`src/rtl/exe_pkg.sv`:
```
// Shared encodings for the EXE-stage multiply/divide controller.
// The md_op values match the decoder's field. Op 7 is treated as NONE.
package exe_pkg;
   localparam int WORD = 32;

   localparam logic [2:0] MD_NONE  = 3'd0;
   localparam logic [2:0] MD_MULT  = 3'd1;
   localparam logic [2:0] MD_MULTU = 3'd2;
   localparam logic [2:0] MD_DIV   = 3'd3;
   localparam logic [2:0] MD_DIVU  = 3'd4;
   localparam logic [2:0] MD_MTHI  = 3'd5;
   localparam logic [2:0] MD_MTLO  = 3'd6;

   localparam logic [1:0] ST_IDLE = 2'd0;
   localparam logic [1:0] ST_MULT = 2'd1;
   localparam logic [1:0] ST_DIV  = 2'd2;
   localparam logic [1:0] ST_DONE = 2'd3;

   function automatic logic [WORD-1:0] cond_neg(input logic neg, input logic [WORD-1:0] v);
      return neg ? -v : v;
   endfunction
endpackage

```
`src/rtl/exe_md_ctrl_if.sv`:
```
// ID->EXE register outputs and EXE->MEM handshake for the mul/div controller.
// The master side is the pipeline fabric. The slave side is exe_md_ctrl.
interface exe_md_ctrl_if;
   import exe_pkg::*;

   logic [2:0]      exe_md_op;
   logic [WORD-1:0] exe_src_a;
   logic [WORD-1:0] exe_src_b;
   logic            MEM_allow_in;
   logic            EXE_over;
   logic            EXE_allow_in;
   logic [WORD-1:0] hi_out;
   logic [WORD-1:0] lo_out;
   logic            md_busy;

   modport master (
      output exe_md_op, exe_src_a, exe_src_b, MEM_allow_in,
      input  EXE_over, EXE_allow_in, hi_out, lo_out, md_busy
   );
   modport slave (
      input  exe_md_op, exe_src_a, exe_src_b, MEM_allow_in,
      output EXE_over, EXE_allow_in, hi_out, lo_out, md_busy
   );
endinterface

```
`src/rtl/div_iter.sv`:
```
// Unsigned radix-2 restoring divider. It retires one quotient bit per enabled step.
// Dividing by zero naturally gives an all-ones quotient and remainder = dividend.
module div_iter #(
   parameter int W = 32
) (
   input  logic         clk,
   input  logic         reset,
   input  logic         start,
   input  logic         step,
   input  logic [W-1:0] dividend,
   input  logic [W-1:0] divisor,
   output logic [W-1:0] quotient,
   output logic [W-1:0] remainder
);
   logic [W-1:0] rem_q, quo_q, dsr_q;
   logic [W:0]   shifted, trial;

   // Bit W of trial is set exactly when the shifted remainder is below the divisor.
   always_comb begin
      shifted = {rem_q, quo_q[W-1]};
      trial   = shifted - {1'b0, dsr_q};
   end

   always_ff @(posedge clk) begin
      if (reset) begin
         rem_q <= '0;
         quo_q <= '0;
         dsr_q <= '0;
      end else if (start) begin
         rem_q <= '0;
         quo_q <= dividend;
         dsr_q <= divisor;
      end else if (step) begin
         rem_q <= trial[W] ? shifted[W-1:0] : trial[W-1:0];
         quo_q <= {quo_q[W-2:0], ~trial[W]};
      end
   end

   assign quotient  = quo_q;
   assign remainder = rem_q;
endmodule

```
`src/rtl/exe_md_ctrl.sv`:
```
// EXE-stage multiply/divide sequencer with EXE_over/EXE_allow_in handshake.
// It owns the architectural HI/LO, which update only on a clean handoff to MEM.
module exe_md_ctrl
   import exe_pkg::*;
#(
   parameter int DIV_STEPS = 32,
   parameter int MUL_LAT   = 1
) (
   input  logic         clk,
   input  logic         reset,
   input  logic         cancel,
   exe_md_ctrl_if.slave md
);
   localparam int CW = $clog2(DIV_STEPS + 1);

   logic [1:0]        state;
   logic [CW-1:0]     cnt;
   logic [WORD-1:0]   a_mag_q, b_mag_q, hi_res, lo_res, hi_q, lo_q;
   logic              neg_q, neg_r, is_div_q;

   logic              op_mul, op_div, op_start, op_signed, sa, sb;
   logic              exe_over, handoff;
   logic [WORD-1:0]   a_mag, b_mag, div_q, div_r, done_hi, done_lo;
   logic [2*WORD-1:0] prod, prod_fix;

   always_comb begin
      op_mul    = (md.exe_md_op == MD_MULT) || (md.exe_md_op == MD_MULTU);
      op_div    = (md.exe_md_op == MD_DIV)  || (md.exe_md_op == MD_DIVU);
      op_start  = op_mul || op_div;
      op_signed = (md.exe_md_op == MD_MULT) || (md.exe_md_op == MD_DIV);
      sa        = op_signed && md.exe_src_a[WORD-1];
      sb        = op_signed && md.exe_src_b[WORD-1];
      a_mag     = cond_neg(sa, md.exe_src_a);
      b_mag     = cond_neg(sb, md.exe_src_b);
      exe_over  = ((state == ST_IDLE) && !op_start) || (state == ST_DONE);
      handoff   = exe_over && md.MEM_allow_in;
   end

   // The operands are held stable for the whole MULT phase. The multiplier therefore
   // has MUL_LAT cycles to settle before the product is registered.
   always_comb begin
      prod     = 64'(a_mag_q) * 64'(b_mag_q);
      prod_fix = neg_q ? -prod : prod;
      done_hi  = is_div_q ? cond_neg(neg_r, div_r) : hi_res;
      done_lo  = is_div_q ? cond_neg(neg_q, div_q) : lo_res;
   end

   div_iter #(.W(WORD)) u_div (
      .clk       (clk),
      .reset     (reset),
      .start     ((state == ST_IDLE) && op_div && !cancel),
      .step      ((state == ST_DIV) && !cancel),
      .dividend  (a_mag),
      .divisor   (b_mag),
      .quotient  (div_q),
      .remainder (div_r)
   );

   always_ff @(posedge clk) begin
      if (reset) begin
         state    <= ST_IDLE;
         cnt      <= '0;
         a_mag_q  <= '0;
         b_mag_q  <= '0;
         neg_q    <= 1'b0;
         neg_r    <= 1'b0;
         is_div_q <= 1'b0;
         hi_res   <= '0;
         lo_res   <= '0;
         hi_q     <= '0;
         lo_q     <= '0;
      end else if (cancel) begin
         state <= ST_IDLE;
         cnt   <= '0;
      end else begin
         case (state)
            ST_IDLE: begin
               if (op_start) begin
                  state    <= op_mul ? ST_MULT : ST_DIV;
                  cnt      <= op_mul ? CW'(MUL_LAT) : CW'(DIV_STEPS);
                  a_mag_q  <= a_mag;
                  b_mag_q  <= b_mag;
                  neg_q    <= sa ^ sb;
                  neg_r    <= sa;
                  is_div_q <= op_div;
               end else if (handoff) begin
                  if (md.exe_md_op == MD_MTHI) hi_q <= md.exe_src_a;
                  if (md.exe_md_op == MD_MTLO) lo_q <= md.exe_src_a;
               end
            end
            ST_MULT: begin
               cnt <= cnt - 1'b1;
               if (cnt == CW'(1)) begin
                  state  <= ST_DONE;
                  hi_res <= prod_fix[2*WORD-1:WORD];
                  lo_res <= prod_fix[WORD-1:0];
               end
            end
            ST_DIV: begin
               cnt <= cnt - 1'b1;
               if (cnt == CW'(1)) state <= ST_DONE;
            end
            default: begin
               // The upstream register reloads on this same edge, so IDLE never sees the stale op.
               if (handoff) begin
                  state <= ST_IDLE;
                  hi_q  <= done_hi;
                  lo_q  <= done_lo;
               end
            end
         endcase
      end
   end

   assign md.EXE_over     = exe_over;
   assign md.EXE_allow_in = handoff;
   assign md.hi_out       = hi_q;
   assign md.lo_out       = lo_q;
   assign md.md_busy      = (state == ST_MULT) || (state == ST_DIV);
endmodule
```
`src/flat_wrapper.sv`:
```
// flat-port wrapper written by rule: the top's interface ports become plain ports
module exe_md_ctrl_flat import exe_pkg::*;
#(
   parameter int DIV_STEPS = 32,
   parameter int MUL_LAT   = 1
)
  (clk, reset, cancel, md_exe_md_op, md_exe_src_a, md_exe_src_b, md_MEM_allow_in, md_EXE_over, md_EXE_allow_in, md_hi_out, md_lo_out, md_md_busy);
  exe_md_ctrl_if md_i ();
  input  logic clk;
  input  logic reset;
  input  logic cancel;
  input wire logic [$bits(md_i.exe_md_op)-1:0] md_exe_md_op;
  input wire logic [$bits(md_i.exe_src_a)-1:0] md_exe_src_a;
  input wire logic [$bits(md_i.exe_src_b)-1:0] md_exe_src_b;
  input wire logic [$bits(md_i.MEM_allow_in)-1:0] md_MEM_allow_in;
  output wire logic [$bits(md_i.EXE_over)-1:0] md_EXE_over;
  output wire logic [$bits(md_i.EXE_allow_in)-1:0] md_EXE_allow_in;
  output wire logic [$bits(md_i.hi_out)-1:0] md_hi_out;
  output wire logic [$bits(md_i.lo_out)-1:0] md_lo_out;
  output wire logic [$bits(md_i.md_busy)-1:0] md_md_busy;
  assign md_i.exe_md_op = md_exe_md_op;
  assign md_i.exe_src_a = md_exe_src_a;
  assign md_i.exe_src_b = md_exe_src_b;
  assign md_i.MEM_allow_in = md_MEM_allow_in;
  assign md_EXE_over = md_i.EXE_over;
  assign md_EXE_allow_in = md_i.EXE_allow_in;
  assign md_hi_out = md_i.hi_out;
  assign md_lo_out = md_i.lo_out;
  assign md_md_busy = md_i.md_busy;
  exe_md_ctrl #(.DIV_STEPS(DIV_STEPS), .MUL_LAT(MUL_LAT)) u_core (.clk(clk), .reset(reset), .cancel(cancel), .md(md_i));
endmodule
```
`config.mk`:
```
export PLATFORM = sky130hd
export DESIGN_NAME = exe_md_ctrl_flat
export DESIGN_NICKNAME = d
export VERILOG_FILES = /design/src/rtl/exe_pkg.sv /design/src/rtl/exe_md_ctrl_if.sv /design/src/rtl/div_iter.sv /design/src/rtl/exe_md_ctrl.sv /design/src/flat_wrapper.sv
export SDC_FILE = /design/constraint.sdc
export NUM_CORES = 2
export LEC_CHECK = 0
export ABC_AREA = 1
export CAP_MARGIN = 20
export CORE_ASPECT_RATIO = 1.75
export CORE_MARGIN = 5
export CORE_UTILIZATION = 55
export CTS_BUF_LIST = sky130_fd_sc_hd__clkbuf_16
export DETAILED_ROUTE_END_ITERATION = 12
export PLACE_DENSITY = 0.79
export SETUP_SLACK_MARGIN = 0.02
export SLEW_MARGIN = 40
export SYNTH_ARGS = -nofsm -noshare
export SYNTH_HDL_FRONTEND = slang
export SYNTH_SLANG_ARGS = --single-unit
export TNS_END_PERCENT = 20
```
`constraint.sdc`:
```
create_clock -name clk -period 6.5 [get_ports clk]
set_input_delay 1.95 -clock clk [delete_from_list [all_inputs] [get_ports clk]]
set_output_delay 1.95 -clock clk [all_outputs]
set_load 0.02 [all_outputs]
```
==> summary.md <==
| Metric | Value |
|---|---|
| Most common cell after layout, fill and taps aside | `inv_1` |
| Hold_buf cts | `0` |
| Post-route setup TNS | `-55320 ps` |
| Slew Viols, Final | `0` |
| Tightest Pin Transition | `1002 ps` |
| Proportion of layout cells with a drive suffix above 1 | `0.1815` |
| Crit Path Class | `reg -> reg` |
| Die Span X | `249.4 µm` |
| Global route overflow | `0` |
| Routed wire per std cell | `21.96 µm` |
| Seq cells post-synth | `299` |
| Crit-path most repeated cell | `nand2_1` |
| FF/Latch Area | `0.006045 mm²` |
| Height of the die | `429.0 µm` |
| WP buf/inv | `10` |
| Remaining DRCs | `0` |
| Total Routing Usage GR | `0.3935` |
| Slowest-stage cell, CP | `fa_2` |
| Worst r2r src | `u_core.b_mag_q[16]` |
| Final setup viols | `53` |
| Largest net degree at the start of global routing | `152` |
| Gpl congestion | `1.144` |
| Delay-heaviest family, CP | `adder cells` |
| Yosys synthesis warning count | `0` |
| Primary FF master, synth | `dfxtp_1` |
| Cells on worst reg2reg path | `36` |
| Worst hold margin | `472.8 ps` |
| P per Cell Area | `293.9 mW/mm²` |
| TritonRoute pass-1 iters | `8` |
| WP data arrival | `8400 ps` |
| CP max stage delay | `630 ps` |
| Routed Antenna Nets | `0` |
| IO buf count | `137` |
| DR vias | `55.45k` |
| Final HPWL DP | `171800 µm` |
| Nets | `9875` |
| Async set or reset register ratio after synthesis | `0` |
| Sequential area share after synthesis | `0.1085` |
| Routed WL | `218400 µm` |
| CTS max path bufs | `3` |
| CTS tree | `built` |
| Area grow syn2layout | `24.04%` |
| Hold depth | `2` |
| Final min period | `7940 ps` |
| Netlist cell types | `48` |
| Number of I/O pins | `138` |
| Maximum VDD drop | `0.2950 mV` |
| HP Start | `u_core.cnt[1]` |
| Hold crit path type | `reg -> reg` |
| Num CTS Buffers | `34` |
| H-tree Lvls | `2` |
| Antenna violations before repair | `6` |
| RSZ-0062 raised after global routing | `yes` |
| Starting Density | `0.5543` |
| Critical path launch point type | `register` |
| Critical path endpoint category | `register` |
| Vias in the first global route | `58.06k` |
| Outcome | `finished, violations left` |
| Syn nets | `9274` |
| Gate Count Post-Synth | `8000` |
| Average size of a mapped cell | `6.898 µm²` |
| Critical Path Stages | `36` |
| Crit path required time | `6960 ps` |
| CP max FO | `7` |
| Pleak | `38.45 nW` |
| Worst-path clk slew | `80 ps` |
| CP startpoint | `u_core.b_mag_q[16]` |
| Worst slack at placement | `-1607 ps` |
| Post-synth EDFFs | `0` |
| Fin area | `0.06845 mm²` |
| DR iter-0 viols | `4391` |
| First-pass GRT wire length | `325100 µm` |
| Post-synthesis cell area | `0.05518 mm²` |
| Worst clock skew | `49.24 ps` |
| CTS Sinks | `299` |
| Violated checks | `setup timing` |
| Core area | `0.09955 mm²` |
| Period utilization | `1.222` |
| Multi-input combinational cell area | `0.04265 mm²` |
| Most frequent cells in the layout | `2008 x inv_1, 1968 x nand2_1, 840 x fa_1` |
| Filler cell count | `7983` |
| Root Driver | `clkbuf_16` |
| PnR worst setup slack | `-1440 ps` |
| Area after DPL | `0.06333 mm²` |
| # rows | `153` |
| Die area | `0.1070 mm²` |
| Max_slew headroom | `0.3296` |
| Vias/cell | `5.575` |
| Max Clk Rate | `125.9 MHz` |
| Final hold vios | `0` |
| Final cell utilization of the core | `0.6876` |
| # Max-Cap Violations | `0` |
| Clk Latency, worst-skew pair | `610 ps` |
[power breakdown]
part           switching, mW  internal [mW]
combinational           9.24           6.57
clock                  0.974           1.25
sequential             0.133           1.95
total                   10.3           9.77
[path summary, 6_finish.rpt]
check	to	slack (ps)
max	u_core.hi_res[18]	-1440
min	u_core.cnt[1]	470
max reg2reg	u_core.hi_res[18]	-1440
min reg2reg	u_core.cnt[1]	470
[through the flow]
stage | instances | power [mW]
finish | 9945 | 20.12
global route | 9940 | 21.12
CTS | 9911 | 18.34
detailed placement | 9752 | 14.30
global placement | 9752 | 14.22
floorplan | 8000 | 8.836
[layer usage]
layer	up-vias	GRT usage	share of wire
met1	26380	0.3890	0.31
met3	1320	0.06977	0.078
met5	-	0.001361	0.00022
met4	6	0.3707	0.13
li1	24680	-	-
met2	3057	0.6886	0.49
[cell type report]
| cell class | count | area share |
|---|---|---|
| inverter | 2076 | 0.1140 |
| antenna | 5 | 0.0001828 |
| clock buffer | 34 | 0.01243 |
| clock inverter | 24 | 0.005173 |
| timing repair buffer | 962 | 0.1327 |
| tap | 1317 | 0.02407 |
| sequential | 299 | 0.08831 |
| multi-input combinational | 5228 | 0.6231 |
[worst reg2reg max path, delay by kind of cell, from the launching register on]
family | cells | cell delay [ps]
buffers and inverters | 10 | 1030
adder cells (fa/ha/maj) | 9 | 4390
AND/OR/NAND/NOR | 16 | 1770
AO/OA/AOI/OAI | 1 | 180
flip-flops | 1 | 440
[cell families after synthesis]
group | after synthesis | share of synthesized area
and+or+nand+nor | 3063 | 0.2206
DFF | 299 | 0.1085
xor gates and xnor gates | 146 | 0.02317
adders and majority gates | 1203 | 0.3948
AOI/OAI and AO/OA | 816 | 0.08432
buffers and inverters | 2473 | 0.1686
[registers in the layout, summed over array words and instances (netlist names)]
| signal | count |
|---|---|
| u_core.md.hi_out | 32 |
| u_core.a_mag_q | 32 |
| u_core.lo_res | 32 |
| u_core.neg_r | 1 |
| u_core.md.lo_out | 32 |
| u_core.cnt | 6 |
| u_core.is_div_q | 1 |
| u_core.hi_res | 32 |
| u_core.neg_q | 1 |
| u_core.u_div.quotient | 32 |
| u_core.state | 2 |
| u_core.u_div.remainder | 32 |
| u_core.b_mag_q | 32 |
| u_core.u_div.dsr_q | 32 |
[Yosys cell counts, drive strengths merged (30+ instances only)]
cell type | n | area, µm²
nand2 | 2216 | 8353
inv | 2074 | 7785
fa | 897 | 17960
nor2 | 499 | 1906
clkbuf | 367 | 1378
ha | 306 | 3829
dfxtp | 299 | 5986
o21ai | 282 | 1423
a21oi | 276 | 1385
nand3 | 206 | 1056
xor2 | 94 | 823.3
a31oi | 74 | 462.9
o211ai | 62 | 465.5
nor3 | 56 | 306.5
xnor2 | 52 | 455.4
o22ai | 37 | 231.5
nand4 | 36 | 225.2
o221ai | 32 | 280.3
buf | 30 | 135.1
[repair_timing]
| action | in CTS | in global routing |
|---|---|---|
| cloned | 4 | 1 |
| endpoints found under the hold margin | 0 | 0 |
| pin swaps | 185 | 188 |
| setup buffers | 98 | 31 |
| resized for setup | 401 | 379 |
| setup endpoints to repair | 54 | 54 |
No activity file was read; power rests on OpenSTA's default activity.
